==> config.mk <==
export PLATFORM = sky130hd
export DESIGN_NAME = uart_boot_loader
export DESIGN_NICKNAME = d
export VERILOG_FILES = /design/src/rtl/uart_boot_loader.sv
export SDC_FILE = /design/constraint.sdc
export NUM_CORES = 1
export LEC_CHECK = 0
export ABC_AREA = 1
export CAP_MARGIN = 20
export CORE_ASPECT_RATIO = 1.2
export CORE_UTILIZATION = 60
export DETAILED_ROUTE_END_ITERATION = 8
export PLACE_DENSITY_LB_ADDON = 0.12
export REMOVE_ABC_BUFFERS = 1
export SYNTH_ARGS = -nofsm -noshare
export SYNTH_HDL_FRONTEND = slang
export SYNTH_SLANG_ARGS = --single-unit
export TNS_END_PERCENT = 50
==> constraint.sdc <==
create_clock -name clk -period 3.5 [get_ports clk]
set_input_delay 0.35 -clock clk [delete_from_list [all_inputs] [get_ports clk]]
set_output_delay 0.35 -clock clk [all_outputs]
set_load 0.01 [all_outputs]
==> src/rtl/uart_boot_loader.sv <==
// UART boot loader: receives 8N1 bytes, reads a 32-bit little-endian word count,
// then writes the following little-endian words to consecutive addresses while holding the CPU.
module uart_boot_loader #(
  parameter int          CLKS_PER_BIT = 16,
  parameter logic [31:0] BASE_ADDR    = 32'h0000_0000
) (
  input  logic        clk,
  input  logic        rst,
  input  logic        rx,
  output logic [31:0] mem_address,
  output logic [31:0] mem_data,
  output logic        mem_write,
  output logic        cpu_hold,
  output logic        done,
  output logic        frame_error
);

  localparam int TW = $clog2(CLKS_PER_BIT);
  localparam logic [TW-1:0] HALF_M1 = TW'(CLKS_PER_BIT / 2 - 1);
  localparam logic [TW-1:0] FULL_M1 = TW'(CLKS_PER_BIT - 1);

  typedef enum logic [1:0] {IDLE, START, DATA, STOP} rx_state_t;
  typedef enum logic [1:0] {HDR, LOAD, DONE} ld_state_t;

  logic [1:0]    sync_q;
  logic          rx_s;
  rx_state_t     rx_state_q;
  logic [TW-1:0] timer_q;
  logic [2:0]    bit_cnt_q;
  logic [7:0]    shift_q;

  ld_state_t     ld_state_q;
  logic [1:0]    byte_idx_q;
  logic [23:0]   asm_q;
  logic [31:0]   word_count_q;
  logic [31:0]   words_q;
  logic [31:0]   mem_address_q;
  logic [31:0]   mem_data_q;
  logic          mem_write_q;
  logic          done_q;
  logic          cpu_hold_q;
  logic          frame_error_q;

  logic          timer_half_d;
  logic          timer_full_d;
  logic          byte_valid_d;
  logic          stop_bad_d;
  logic [31:0]   word_d;

  always_ff @(posedge clk) begin
    if (rst) sync_q <= 2'b11;
    else     sync_q <= {sync_q[0], rx};
  end

  assign rx_s = sync_q[1];

  always_comb begin
    timer_half_d = (timer_q == HALF_M1);
    timer_full_d = (timer_q == FULL_M1);
    byte_valid_d = (rx_state_q == STOP) && timer_full_d && rx_s;
    stop_bad_d   = (rx_state_q == STOP) && timer_full_d && !rx_s;
    // Completed word when the 4th byte arrives: earlier bytes sit in asm_q[23:0].
    word_d       = {shift_q, asm_q};
  end

  // Receiver: samples mid-bit, half a bit after the start edge, then every full bit.
  always_ff @(posedge clk) begin
    if (rst) begin
      rx_state_q <= IDLE;
      timer_q    <= '0;
      bit_cnt_q  <= '0;
      shift_q    <= '0;
    end else begin
      case (rx_state_q)
        IDLE: begin
          timer_q   <= '0;
          bit_cnt_q <= '0;
          if (!rx_s) rx_state_q <= START;
        end
        START: begin
          if (timer_half_d) begin
            timer_q    <= '0;
            rx_state_q <= rx_s ? IDLE : DATA;
          end else begin
            timer_q <= timer_q + 1'b1;
          end
        end
        DATA: begin
          if (timer_full_d) begin
            timer_q   <= '0;
            shift_q   <= {rx_s, shift_q[7:1]};
            bit_cnt_q <= bit_cnt_q + 1'b1;
            if (bit_cnt_q == 3'd7) rx_state_q <= STOP;
          end else begin
            timer_q <= timer_q + 1'b1;
          end
        end
        STOP: begin
          if (timer_full_d) begin
            timer_q    <= '0;
            rx_state_q <= IDLE;
          end else begin
            timer_q <= timer_q + 1'b1;
          end
        end
        default: rx_state_q <= IDLE;
      endcase
    end
  end

  // Loader: header word count, then word packing and memory writes.
  always_ff @(posedge clk) begin
    if (rst) begin
      ld_state_q    <= HDR;
      byte_idx_q    <= '0;
      asm_q         <= '0;
      word_count_q  <= '0;
      words_q       <= '0;
      mem_address_q <= BASE_ADDR;
      mem_data_q    <= '0;
      mem_write_q   <= 1'b0;
      done_q        <= 1'b0;
      cpu_hold_q    <= 1'b1;
      frame_error_q <= 1'b0;
    end else begin
      mem_write_q <= 1'b0;
      cpu_hold_q  <= !done_q;
      if (mem_write_q) mem_address_q <= mem_address_q + 32'd4;
      if (stop_bad_d && ld_state_q != DONE) frame_error_q <= 1'b1;
      case (ld_state_q)
        HDR: begin
          if (byte_valid_d) begin
            if (byte_idx_q == 2'd3) begin
              byte_idx_q   <= '0;
              word_count_q <= word_d;
              if (word_d == 32'd0) begin
                ld_state_q <= DONE;
                done_q     <= 1'b1;
              end else begin
                ld_state_q <= LOAD;
              end
            end else begin
              asm_q      <= {shift_q, asm_q[23:8]};
              byte_idx_q <= byte_idx_q + 1'b1;
            end
          end
        end
        LOAD: begin
          if (byte_valid_d) begin
            if (byte_idx_q == 2'd3) begin
              byte_idx_q  <= '0;
              mem_data_q  <= word_d;
              mem_write_q <= 1'b1;
              words_q     <= words_q + 32'd1;
              if (words_q == word_count_q - 32'd1) begin
                ld_state_q <= DONE;
                done_q     <= 1'b1;
              end
            end else begin
              asm_q      <= {shift_q, asm_q[23:8]};
              byte_idx_q <= byte_idx_q + 1'b1;
            end
          end
        end
        DONE:    ld_state_q <= DONE;
        default: ld_state_q <= HDR;
      endcase
    end
  end

  assign mem_address = mem_address_q;
  assign mem_data    = mem_data_q;
  assign mem_write   = mem_write_q;
  assign cpu_hold    = cpu_hold_q;
  assign done        = done_q;
  assign frame_error = frame_error_q;

endmodule

==> metrics.yaml, run 1 <==
hold_violations: 0
min_period_over_period: 0.743
finalSetupViolations: 0
dominantRegCellSynth: "dfxtp_1"
clockBufferDepth: 2
clk_latency_ns: 0.43
yosys.area.top_type: "dfxtp_1"
grt_pass1_vias: 7663
max-slew-margin-rel: 0.430
wl_per_cell_um: 15.0
fin_nets: 1343
max_freq_mhz: 384
htree_num_levels: 4
syn_area_per_cell_um2: 6.83
grt_first_pass_wirelength_um: 37300
synth_cells: 1278
final.setup.tns_ns: 0
synthTopCellsByArea: "dfxtp_1 41%, nand2_1 9.9%, nor2_1 8.9%"
vias: 8337
ys_seq_elements: 177
rows: 47
postCtsSetupBuffers: 0
place.gp.congestion: 0.917
start_util: 0.623
globalRoute.totalOverflow: 0
hpwl_um: 15900
hold_depth: 1
worstPathArrival_ns: 2.93
portBuffers: 68
async_flop_share: 0
synth_common_cells: "230 x nand2_1, 206 x nor2_1, 177 x dfxtp_1, 133 x inv_1, 117 x a21oi_1"
area_delta_synth_final_pct: 15.5
drive_gt1_frac: 0.0500
cts_hold_repair.buffers: 0
die-area_um2: 15000
crit_path_start_kind: "flip-flop"
drt_drc_violations_left: 0
cts-root-buf: "clkbuf_16"
antenna_left: 0
ys_types: 39
synthDominantCellAreaShare: 0.406
grtUsageTotal: 0.312
max_cap_violations: 0
cts_made_buffers: 17
critPathKind: "reg -> reg"
grt_max_degree: 65
die_w_um: 112
antenna_found_initial: 0
ios: 71
wl_um: 22700
clk_pin_slew_worst_paths_ns: 0.07
worst_pin_slew_ns: 0.855
firstDrtPassIters: 5
num_antenna_cells: 0
r2r_cells: 17
power.total_mw: 3.94
routed_via_density: 5.51
cp_data_required_time_ns: 3.83
min_path_type: "reg -> reg"
cp_max_fo: 5
ys_seq_area_frac: 0.406
cts_tree: "built"
ys_warn_count: 0
p_leak_nw: 4.18
slew_viol_final: 0
die_h_um: 134
finalClockSkew_ns: 0.00968
syn_area_um2: 8720
peakVddDrop_v: 0.000314
worstSetupEndpointType: "flip-flop"
synth_edf_count: 0
synth.most_common_cell: "nand2_1"
core-area_um2: 14000
outcome: "complete, no violations"
rsz0062_at_grt: "no"
fill_cells: 1218
clock-sinks: 177
cts_repair_resize_count: 0
drtIter0Drc: 712
layout_min_cycle_time_ns: 2.60
power_density_nw_per_um2: 391
## metrics by stage
| step | setup slack (ns) | std cells | hold slack, ns | instance area [um^2] | utilization |
|---|---|---|---|---|---|
| detailed placement | 0.935 | 1481 | 0.402 | 9510 | 0.680 |
| global placement | 1.02 | 1481 | 0.392 | 9510 | 0.680 |
| floorplan | 0.750 | 1235 | 0.389 | 8560 | - |
| global route | 0.545 | 1512 | 0.456 | 10100 | 0.720 |
| finish | 0.898 | 1512 | 0.417 | 10100 | 0.720 |
| CTS | 0.921 | 1512 | 0.422 | 10100 | 0.720 |
## layout by cell type, fill, tap and decap left out, types with 3 or more instances in the layout
cell,synthesis,final
nand2_1,230,230
nor2_1,206,206
dfxtp_1,177,177
inv_1,133,132
a21oi_1,117,117
o21ai_0,104,104
nand3_1,97,97
clkdlybuf4s50_1,0,67
nor3_1,32,32
xor2_1,25,25
nand4_1,22,22
nor4_1,17,17
clkbuf_16,0,17
xnor2_1,12,12
ha_1,11,11
o21ai_1,6,6
buf_4,2,6
nor2_2,5,5
nand3_2,4,4
or2_2,4,4
o21a_1,4,4
inv_2,2,3
nor2_4,3,3
inv_6,0,3
## layout make-up
class,count,area (um^2),area share
multi-input combinational,922,4500,0.447
sequential,177,3540,0.352
timing repair buffer,75,741,0.0735
inverter,136,510,0.0507
clock buffer,21,460,0.0457
tap,171,214,0.0212
clock inverter,10,103,0.0102
## critical path: stages, from the launching register on
cell and delay (ns):
dfxtp_1 0.31, inv_1 0.13, ha_1 0.22, nand2_1 0.09, nor2_1 0.26, nand3_1 0.20, o21ai_0 0.31, nand2_1 0.09
nand2_1 0.06, nand3_1 0.07, nor2_1 0.11, nand2_1 0.08, nor2_1 0.12, nand2_1 0.10, nand2_1 0.14, nand3_1 0.08
nand2_1 0.07, nor2_1 0.05
## sequential cells by signal (all words and copies together) (netlist names), named ones only
| name | cells |
|---|---|
| mem_data | 32 |
| word_count_q | 32 |
| words_q | 32 |
| mem_address | 30 |
| asm_q | 24 |
| shift_q | 8 |
| timer_q | 4 |
| bit_cnt_q | 3 |
| byte_idx_q | 2 |
| ld_state_q | 2 |
| sync_q | 2 |
| cpu_hold | 1 |
| done | 1 |
| frame_error | 1 |
| mem_write | 1 |
| rx_state_q | 1 |
## power breakdown
group          internal, mW  switching, mW  total (mW)
clock network          1.03          0.819        1.84
registers              2.02        0.00428        2.02
logic                0.0196         0.0559      0.0755
total                  3.06          0.879        3.94
## per-layer routing
metal,share of wire,track usage,up-vias
met1,0.44,0.397,3733
met2,0.48,0.529,268
met5,0,0,-
li1,-,-,4285
met4,0.031,0.135,0
met3,0.055,0.0443,51
## kinds of logic after synthesis
| kind of cell | synth area share |
|---|---|
| and+or+nand+nor | 0.324 |
| AOI/OAI and AO/OA | 0.138 |
| buffers and inverters | 0.0783 |
| DFF | 0.406 |
| xor gates and xnor gates | 0.0371 |
| adders and majority gates | 0.0158 |
| other | 0.000430 |
## path summary, 6_finish.rpt
| kind | start | endpoint | slack [ns] |
|---|---|---|---|
| hold / removal | sync_q[0]$_SDFF_PP1_ | sync_q[1]$_SDFF_PP1_ | 0.42 |
| setup reg to reg | word_count_q[0]$_SDFFE_PP0P_ | ld_state_q[0]$_SDFFE_PP0P_ | 0.90 |
| setup / recovery | word_count_q[0]$_SDFFE_PP0P_ | ld_state_q[0]$_SDFFE_PP0P_ | 0.90 |
| hold reg to reg | sync_q[0]$_SDFF_PP1_ | sync_q[1]$_SDFF_PP1_ | 0.42 |
Power figures use the tool's default switching activity.
==> inputs of run 2 (changes only) <==
Settings changed: CORE_UTILIZATION 60 to 53.
Clock period 3.5 ns to 2.2 ns, I/O delays scaled along.
==> run 2 against run 1 <==
The flow now finishes with violations (setup timing). Count of clock-buffer cells in the layout is the same. Maximum frequency is 12% higher. Global-route usage down 2.3 points. Sequential power increased by 59%. Power rose by 72%. Non-clock buffer count grew 71. Worst setup slack got worse by 1.0 ns. Combinational power grew 70%. Clock skew fell by 0.00050 ns. Design area is 10% higher. Final cell count is 7.5% higher. Wire length is 7.7% higher. Critical path type unchanged. Critical endpoint unchanged.
==> metrics.yaml, run 2 (synthesis results as in run 1) <==
outcome: "finished with violations"
violations: "setup timing"
rrSetupSlack_ns: -0.13  # -1.03 ns
wl_um: 24400  # +7.7%
cts_tree: "built"
start_util: 0.540  # -0.0830
placed_area_um2: 9940  # +4.5%
vias: 8842  # +6.1%
setup_ws_ns: -0.133  # -1.03 ns
cp_max_fo: 5  # unchanged
place_inst: 1571  # +6.1%
finalSetupViolations: 3  # +3
grt_first_pass_wirelength_um: 39200  # +5.0%
min_path_type: "in -> reg"
slowest_delay_ns: 0.34  # +0.03 ns
p_leak_nw: 4.70  # +12%
cts_made_buffers: 17  # unchanged
drive_gt1_frac: 0.151  # +0.101
hold_violations: 0  # unchanged
met3_usage: 0.0381  # -0.00622
worstPathArrival_ns: 2.65  # -0.28 ns
ios: 71  # unchanged
r2r_cells: 17  # unchanged
max_cap_violations: 0  # unchanged
cts-root-buf: "clkbuf_16"
instances_no_fill: 1625  # +7.5%
mostFrequentLayoutCells: "218 x nand2_1, 177 x nor2_1, 168 x dfxtp_1"
place.gp.congestion: 0.937  # +2.2%
min_period_over_period: 1.06  # +0.317
slew_viol_final: 0  # unchanged
cpMostUsedCell: "nand2_1"
grt_pass1_vias: 8058  # +5.2%
crit_slowest_cell: "dfxtp_2"
area_delta_synth_final_pct: 27.5
routed_via_density: 5.44  # -1.3%
firstDrtPassIters: 6  # +1
critPathKind: "reg -> reg"
htree_num_levels: 4  # unchanged
antenna_found_initial: 0  # unchanged
gr-usage-met1: 0.366  # -0.0312
clock-sinks: 177  # unchanged
die_w_um: 119  # +6.3%
globalRoute.totalOverflow: 0  # unchanged
clockBufferDepth: 2  # unchanged
crit_path_start_kind: "flip-flop"
final_common_cell: "nand2_1"
num_antenna_cells: 0  # unchanged
clk_latency_ns: 0.43  # about the same
die-area_um2: 17000  # +13%
r2r-end: "ld_state_q[0]$_SDFFE_PP0P_"
hpwl_um: 16600  # +4.6%
min_from: "rx"
layout_min_cycle_time_ns: 2.33  # -0.269 ns
grt_max_degree: 65  # unchanged
drt_drc_violations_left: 0  # unchanged
hold_depth: 2  # +1
wl_per_cell_um: 15.0  # +0.23%
peakVddDrop_v: 0.000519  # +65%
max_freq_mhz: 429  # +12%
crit_chain: "inv_2, ha_4, nand2_4, nor2_4, buf_6, xor2_1, nand2_1, inv_2, nand3_2, nor2_2, nand2_1, nor2_1, nand2_1, nand2_2, nand3_1, nand2_1, nor2_1"
rows: 51  # +8.5%
grtUsageTotal: 0.289  # -0.0226
cts_hold_repair.buffers: 0  # unchanged
min_to: "sync_q[0]$_SDFF_PP1_"
clk_pin_slew_worst_paths_ns: 0.07  # about the same
power_density_nw_per_um2: 608  # +55%
worst_pin_slew_ns: 0.750  # -0.105 ns
max-slew-margin-rel: 0.500  # +0.0700
core-area_um2: 16100  # +15%
drtIter0Drc: 526  # -26%
worstSetupEndpointType: "flip-flop"
finalClockSkew_ns: 0.00918  # -0.000505 ns
final.setup.tns_ns: -0.239  # -0.239 ns
timing.rr.start: "word_count_q[1]$_SDFFE_PP0P_"
grt_busiest_layer: "met2"
rsz0062_at_grt: "yes"
fin_nets: 1415  # +5.4%
portBuffers: 68  # unchanged
die_h_um: 143  # +6.3%
met2_usage: 0.496  # -0.0323
cp_data_required_time_ns: 2.51  # -1.32 ns
antenna_left: 0  # unchanged
power.total_mw: 6.76  # +72%
fin_area_um2: 11100  # +10%
-- run 2: cell count changes in the layout (fill, tap and decap cells not counted), moves of 7 or more --
| cell | change |
|---|---|
| nor2_2 | +18 |
| inv_2 | +7 |
| buf_4 | +66 |
| nand2_2 | +8 |
| nor2_4 | +12 |
| dfxtp_1 | -9 |
| inv_1 | -7 |
| nor2_1 | -29 |
| dfxtp_2 | +8 |
| nand2_1 | -12 |
-- run 2: worst max path at each step --
| stage | startpoint | endpoint | slack (ns) | cells past startpoint |
|---|---|---|---|---|
| final | word_count_q[1]$_SDFFE_PP0P_ | ld_state_q[0]$_SDFFE_PP0P_ | -0.13 | 17 |
| after global routing | word_count_q[3]$_SDFFE_PP0P_ | ld_state_q[0]$_SDFFE_PP0P_ | -0.22 | 17 |
| after CTS | word_count_q[0]$_SDFFE_PP0P_ | ld_state_q[0]$_SDFFE_PP0P_ | -0.01 | 17 |
| after detailed placement | word_count_q[0]$_SDFFE_PP0P_ | ld_state_q[0]$_SDFFE_PP0P_ | -0.13 | 17 |
| after global placement | word_count_q[0]$_SDFFE_PP0P_ | ld_state_q[0]$_SDFFE_PP0P_ | -0.05 | 17 |
| after floorplan | ld_state_q[0]$_SDFFE_PP0P_ | asm_q[0]$_SDFFE_PP0P_ | -0.55 | 7 |
-- run 2: repair_timing --
action	4_1_cts	5_1_grt
buffers inserted	3	19
setup endpoints to repair	14	20
gates resized for setup	16	92
cloned	1	0
pin swaps	1	33
-- run 2: metal layers --
layer / vias up / wire length (um) / share of wire
li1: 4425 / - / -
met1: 4151 / 10700 / 0.44
met2: 216 / 12100 / 0.49
met3: 50 / 985 / 0.040
met4: 0 / 704 / 0.029
met5: - / 0 / 0
-- run 2: worst max-delay path, delay by kind of cell (launching register included) --
family	cells	cell delay [ns]
adder cells (fa/ha/maj)	1	0.17
AND/OR/NAND/NOR	12	1.24
flip-flops	1	0.34
buffers and inverters	3	0.29
XOR/XNOR	1	0.17
-- run 2: final cells by class --
cell class / instances / area, um^2
Fill cell: 1390 / 5020
Inverter: 136 / 513
Sequential cell: 177 / 3560
Clock buffer: 21 / 470
Tap cell: 212 / 265
Timing Repair Buffer: 146 / 1300
Multi-Input combinational cell: 923 / 4820
Clock inverter: 10 / 194
-- run 2: report_power, final --
part,internal (mW),switching (mW)
combinational,0.0354,0.0923
sequential,3.21,0.00374
clock,2.12,1.30
-- run 2: through the flow --
step	hold slack (ns)	util	setup slack [ns]
after detailed placement	0.400	0.616	-0.130
after floorplan	0.289	-	-0.550
after global routing	0.353	0.689	-0.221
after global placement	0.398	0.616	-0.0538
after CTS	0.345	0.663	-0.0145
final	0.358	0.689	-0.133
